[config.mk]
export PLATFORM = sky130hd
export DESIGN_NAME = bcd_to_bin_seq
export DESIGN_NICKNAME = d
export VERILOG_FILES = /design/src/rtl/bcd_pkg.sv /design/src/rtl/bcd_digit_adj.sv /design/src/rtl/bcd_to_bin_seq.sv
export SDC_FILE = /design/constraint.sdc
export NUM_CORES = 1
export LEC_CHECK = 0
export CAP_MARGIN = 20
export CORE_MARGIN = 5
export CORE_UTILIZATION = 30
export CTS_CLUSTER_DIAMETER = 60
export DETAILED_ROUTE_END_ITERATION = 8
export GPL_TIMING_DRIVEN = 0
export SLEW_MARGIN = 0
export SYNTH_ARGS = -nofsm -noshare
export SYNTH_HDL_FRONTEND = slang
export SYNTH_SLANG_ARGS = --single-unit
[constraint.sdc]
create_clock -name Clock -period 4.1 [get_ports Clock]
set_input_delay 1.23 -clock Clock [delete_from_list [all_inputs] [get_ports Clock]]
set_output_delay 1.23 -clock Clock [all_outputs]
set_load 0.02 [all_outputs]
[src/rtl/bcd_pkg.sv]
// bcd_pkg: shared FSM state type and BCD correction constants
package bcd_pkg;
  typedef enum logic [1:0] {IDLE, CALC, DONE} state_t;
  localparam int DIG_MAX = 9;
  localparam int ADJ_THR = 8;
  localparam int ADJ_SUB = 3;
endpackage

[src/rtl/bcd_digit_adj.sv]
// bcd_digit_adj: reverse double-dabble nibble correction after a right shift
module bcd_digit_adj
  import bcd_pkg::*;
(
  input  logic [3:0] in,
  output logic [3:0] out
);
  assign out = in >= 4'(ADJ_THR) ? in - 4'(ADJ_SUB) : in;
endmodule

[src/rtl/bcd_to_bin_seq.sv]
// bcd_to_bin_seq: sequential BCD to binary converter using shift-right and subtract-3
module bcd_to_bin_seq
  import bcd_pkg::*;
#(
  parameter int NDIG = 3,
  parameter int BW   = 10
) (
  input  logic              Clock,
  input  logic              Resetn,
  input  logic              Start,
  input  logic [4*NDIG-1:0] BCD,
  output logic [BW-1:0]     Bin,
  output logic              Done,
  output logic              Busy,
  output logic              Err
);
  localparam int SW = 4*NDIG + BW;
  localparam int CW = BW > 1 ? $clog2(BW) : 1;
  state_t          state, state_nx;
  logic [SW-1:0]   s, s_sh, s_adj;
  logic [CW-1:0]   count;
  logic [NDIG-1:0] bad;
  logic            last, load;
  assign s_sh = s >> 1;
  assign s_adj[BW-1:0] = s_sh[BW-1:0];
  genvar d;
  for (d = 0; d < NDIG; d++) begin : g_dig
    bcd_digit_adj u_adj (.in(s_sh[BW+4*d +: 4]), .out(s_adj[BW+4*d +: 4]));
    assign bad[d] = BCD[4*d +: 4] > 4'(DIG_MAX);
  end
  assign last = count == CW'(BW-1);
  assign load = state == IDLE && Start;
  assign Busy = state != IDLE;
  assign Done = state == DONE;
  // state register
  always_ff @(posedge Clock or negedge Resetn)
    if (!Resetn) state <= IDLE;
    else state <= state_nx;
  // next state: invalid digits skip straight to DONE; DONE always falls back to IDLE
  always_comb begin
    state_nx = IDLE;
    if (state == IDLE) state_nx = Start ? (|bad ? DONE : CALC) : IDLE;
    else if (state == CALC) state_nx = last ? DONE : CALC;
  end
  // shift register, step counter and result registers, updated only on DONE entry
  always_ff @(posedge Clock or negedge Resetn)
    if (!Resetn) begin
      s     <= '0;
      count <= '0;
      Bin   <= '0;
      Err   <= 1'b0;
    end else if (load) begin
      s     <= {BCD, {BW{1'b0}}};
      count <= '0;
      if (|bad) begin
        Bin <= '0;
        Err <= 1'b1;
      end
    end else if (state == CALC) begin
      s     <= s_adj;
      count <= last ? '0 : count + 1'b1;
      if (last) begin
        Bin <= s_adj[BW-1:0];
        Err <= 1'b0;
      end
    end
endmodule

=== After elaboration in Yosys (flattened, before gate mapping) ===
Index checks and enable logic that the tools add are counted.

* Add/sub/neg operators: 4
* Order comparisons: 6
* Equal/unequal tests: 4
* Mux-type cells: 21
* Reductions and logical operators: 7

{| class="wikitable"
|+ Operator list
! operator !! count
|-
| $mux W22 || 2
|-
| $mux W10 || 4
|-
| $mux W4 || 6
|-
| $gt A4 B4 Y1 const B || 3
|-
| $mux W2 || 5
|-
| $ge A4 B4 Y1 const B || 2
|-
| $sub A4 B2 Y4 const B || 2
|-
| $reduce_bool A2 Y1 || 3
|-
| $add A4 B1 Y4 const B || 1
|-
| $eq A4 B4 Y1 const B || 1
|-
| $ge A3 B4 Y1 const B || 1
|-
| $mux W1 || 4
|-
| $sub A3 B2 Y4 const B || 1
|-
| $reduce_and A3 Y1 || 1
|-
| $reduce_or A3 Y1 || 1
|-
| $eq A2 B1 Y1 const B || 1
|-
| $eq A2 B2 Y1 const B || 1
|-
| $logic_not A2 Y1 || 1
|-
| $ne A2 B1 Y1 const B || 1
|-
| $logic_and A1 B1 Y1 || 1
|}

* Register bits: 39
* Bits of input ports: 15
* Output and inout bits: 13
* Logic and storage cells: 47

=== Depth between registers and ports, before layout ===
* Word-level depth: 5
* Depth in mapped cells: 6
* Mapped depth without buffers: 5

=== Cells and area by module ===
A second synthesis with hierarchy kept.

* Cell total of the unflattened synthesis: 191
* Area total of the unflattened synthesis: 1,844.3 µm²

{| class="wikitable"
|+ By module, submodules not included
! module !! instances !! cells an instance !! area an instance (µm²) !! seq. area each (µm²)
|-
| bcd_to_bin_seq || 1 || 158 || 1,615.3 || 950.9
|-
| bcd_digit_adj || 3 || 11 || 76.3 || 0.0
|}

=== Least setup slack after synthesis ===
OpenSTA, ideal clock, no wires.

* Path kind: input-to-reg
* Start: in BCD[10]
* End: reg state[1]
* Library setup time: 0.118 ns
* Arrival: 1.912 ns
* Data required time: 3.982 ns
* Path slack: 2.070 ns
* Stages: 4
* Buffers on the path: 1
* Path through: o21ai_0 -> a311oi_2 -> buf_6 -> a21o_1

* Longest elaborated chain between the ends: 5

{| class="wikitable"
|+ RTL lines
! element !! line !! source
|-
| start, declared || bcd_to_bin_seq.sv:11 || <nowiki>input logic [4*NDIG-1:0] BCD,</nowiki>
|-
| $gt A4 B4 Y1 || bcd_to_bin_seq.sv:29 || <nowiki>assign bad[d] = BCD[4*d +: 4] > 4'(DIG_MAX);</nowiki>
|-
| $reduce_or A3 Y1 || bcd_to_bin_seq.sv:42 || <nowiki>if (state == IDLE) state_nx = Start ? (|bad ? DONE : CALC) : IDLE;</nowiki>
|-
| $mux W2 (3 in a row) || bcd_to_bin_seq.sv:42 ||
|-
| named net state_nx[1] || bcd_to_bin_seq.sv:19 || <nowiki>state_t state, state_nx;</nowiki>
|-
| end signal, assigned || bcd_to_bin_seq.sv:38 || <nowiki>else state <= state_nx;</nowiki>
|-
| end, declared || bcd_to_bin_seq.sv:19 ||
|}

The timed path passes the listed nets, and every way through them passes these cells.
A chain may end at the register's enable or synchronous reset.

=== Worst setup path after layout ===
* Start: reg state[1]
* End: out Done

* Longest elaborated chain between the ends: 1

{| class="wikitable"
|+ RTL lines
! element !! line !! source
|-
| $eq A2 B2 Y1 || bcd_to_bin_seq.sv:34 || <nowiki>assign Done = state == DONE;</nowiki>
|-
| end, declared || bcd_to_bin_seq.sv:13 || <nowiki>output logic Done,</nowiki>
|}

No other way between the ends.

==> results.json <==
{
  "outcome": "finished clean",
  "start_util": 0.305,
  "syn_area_per_cell_um2": 10.5,
  "clock.fmax_mhz": 357,
  "cts.htree.levels": 2,
  "power.leakage_nw": 0.973,
  "nNetsFinal": 225,
  "synth.distinct_cells": 32,
  "path_cells": "nor2b_1, clkdlybuf4s50_1",
  "cts_root_buf": "clkbuf_8",
  "first_pass_iters": 4,
  "grt_pass1_vias": 1470,
  "regArea_um2": 951,
  "clkLatencyLatePin_ns": 0.28,
  "ant_nets": 0,
  "dieHeight_um": 87.2,
  "fin_ws_ns": 1.30,
  "cp.required_ns": 2.87,
  "grt_max_degree": 39,
  "syn_area_mm2": 0.00179,
  "dp_slack_ns": 1.27,
  "worstPathMaxFanout": 7,
  "synth_fp_nets": 191,
  "crit_path_start_kind": "flop",
  "max-slew-margin-rel": 0.420,
  "placed_area_mm2": 0.00215,
  "drc": 0,
  "grt_antenna_before_repair": 0,
  "post_cts_buffers": 0,
  "postSynthCellCount": 170,
  "diodes": 0,
  "via_count": 1387,
  "endpoint_kind": "primary output",
  "grt_setup_unrepaired": "no",
  "routed_via_density": 4.97,
  "cap_violations": 0,
  "clock_path_buffers": 2,
  "ctsHoldBuffers": 0,
  "wl_met3_um": 176,
  "area_delta_synth_final_pct": 24.4,
  "cp_slowest_cell": "clkdlybuf4s50_1",
  "criticalPathCategory": "reg2out",
  "skew_ns": 0.00277,
  "cp_top_family": "buffers and inverters",
  "design.core.area_mm2": 0.00585,
  "die_area_mm2": 0.00760,
  "port_buffers": 27,
  "final.period_utilization": 0.683,
  "crit_arrival_ns": 1.57,
  "drive_above_1_share": 0.0833,
  "dieWidth_um": 87.2,
  "drtIter0Drc": 84,
  "routedWlPerCell_um": 15.1,
  "numCtsBuffers": 5,
  "final-setup-viol-count": 0,
  "grt_pass1_wl_um": 7270,
  "multi_input_comb_area_um2": 748,
  "critPathBufInv": 1,
  "hold-worst-slack_ns": 0.480,
  "wl_met2_um": 1970,
  "worst_ir_drop_vdd_v": 0.000204,
  "synthArstFlopShare": 1.00,
  "stdcell_area_mm2": 0.00222,
  "rows": 28,
  "worst_pin_slew_ns": 0.870,
  "clk_pin_slew_worst_paths_ns": 0.07,
  "rrSetupSlack_ns": 2.54,
  "tns_ns": 0,
  "p_per_area_mw_per_mm2": 559,
  "report.final.hold_viol_count": 0,
  "yosys_warnings": 0,
  "seq_area_frac_synth": 0.532,
  "dp_hpwl_um": 2950,
  "cts_tree": "yes",
  "synth-edff-count": 0,
  "track_usage": 0.123,
  "critPathMaxStageDelay_ns": 0.62,
  "top_layer": "met4",
  "gp_congestion": 0.744,
  "cts_resized": 0,
  "ios": 28,
  "grt-ovfl-total": 0,
  "ys_seq_elements": 38,
  "clkSinkCount": 38,
  "yosys_most_used_dff": "dfrtp_1",
  "drt-met1-wl_um": 2010,
  "routed_wl_um": 4210,
  "fillCellCount": 570,
  "layout_min_cycle_time_ns": 2.80,
  "slew_violations": 0,
  "hold_path_class": "reg2reg"
}
## area by class of cell
type / count / area share
timing repair buffer: 27 / 0.119
inverter: 7 / 0.0118
tap: 75 / 0.0422
buffer: 11 / 0.0276
sequential: 38 / 0.428
multi-input combinational: 114 / 0.337
clock buffer: 7 / 0.0343
## worst register-to-register path: cells and delay by family, from the launching register on
family	cells	cell delay (ns)
and+or+nand+nor	1	0.50
AOI/OAI and AO/OA	2	0.20
buffers and inverters	1	0.33
DFF	1	0.45
## flip-flops by register name (all words and copies together) (netlist names)
signal / flops
state: 2
Bin: 10
Err: 1
count: 4
s: 21
## per-stage QoR
stage | utilization | power [mW] | std cells
after floorplan | - | 0.862 | 170
after global placement | 0.368 | 1.00 | 272
after detailed placement | 0.367 | 1.01 | 272
after CTS | 0.380 | 1.26 | 279
after global routing | 0.380 | 1.33 | 279
final | 0.380 | 1.24 | 279
## report_power, final
part	switching, mW	internal, mW	total (mW)	leakage (nW)
logic	0.234	0.204	0.439	0.432
clock network	0.124	0.117	0.242	0.0383
registers	0.102	0.460	0.562	0.503
## worst paths after layout
kind,start,end,cells after the start
worst max register to register,state[1],s[16],4
min in group asynchronous,Resetn,Bin[1],1
max in group asynchronous,Resetn,s[9],1
worst min register to register,s[20],s[20],2
worst min-delay path,s[20],s[20],2
worst max-delay path,state[1],Done,2
## cells by family after synthesis
kind of cell             after synthesis  share of synthesized area
AO/OA/AOI/OAI                         57                      0.212
XOR/XNOR                               5                     0.0245
adder cells (fa/ha/maj)                6                     0.0420
buffers and inverters                 18                     0.0490
flip-flops                            38                      0.532
multiplexers                           2                     0.0112
AND/OR/NAND/NOR                       44                      0.129
## Yosys cell counts (5+ instances only)
cell type | n | share of area
a221o_1 | 5 | 0.028
a22o_1 | 10 | 0.049
a22oi_1 | 5 | 0.021
buf_2 | 7 | 0.020
dfrtp_1 | 38 | 0.53
ha_1 | 6 | 0.042
inv_1 | 7 | 0.015
nand2_1 | 12 | 0.025
nand3_1 | 11 | 0.031
nor2b_1 | 5 | 0.018
o21ai_0 | 20 | 0.056
o21ai_1 | 9 | 0.025
## layout by cell type, fill, tap and decap left out, drive strengths merged, types with 4 or more instances in the layout
| master | count |
|---|---|
| dfrtp | 38 |
| a221o | 5 |
| inv | 7 |
| xnor2 | 4 |
| a22o | 10 |
| clkdlybuf4s50 | 26 |
| buf | 10 |
| o21ai | 29 |
| nand2 | 12 |
| a22oi | 5 |
| ha | 6 |
| clkbuf | 9 |
| nor2 | 4 |
| nor2b | 5 |
| nand3 | 11 |
| nand2b | 4 |
## routing by layer
layer  vias to the layer above  track usage
li1                        671            -
met1                       681        0.162
met2                        28        0.198
met3                         7       0.0312
met4                         0       0.0377
met5                         -            0
(Power assumes the default switching activity.)
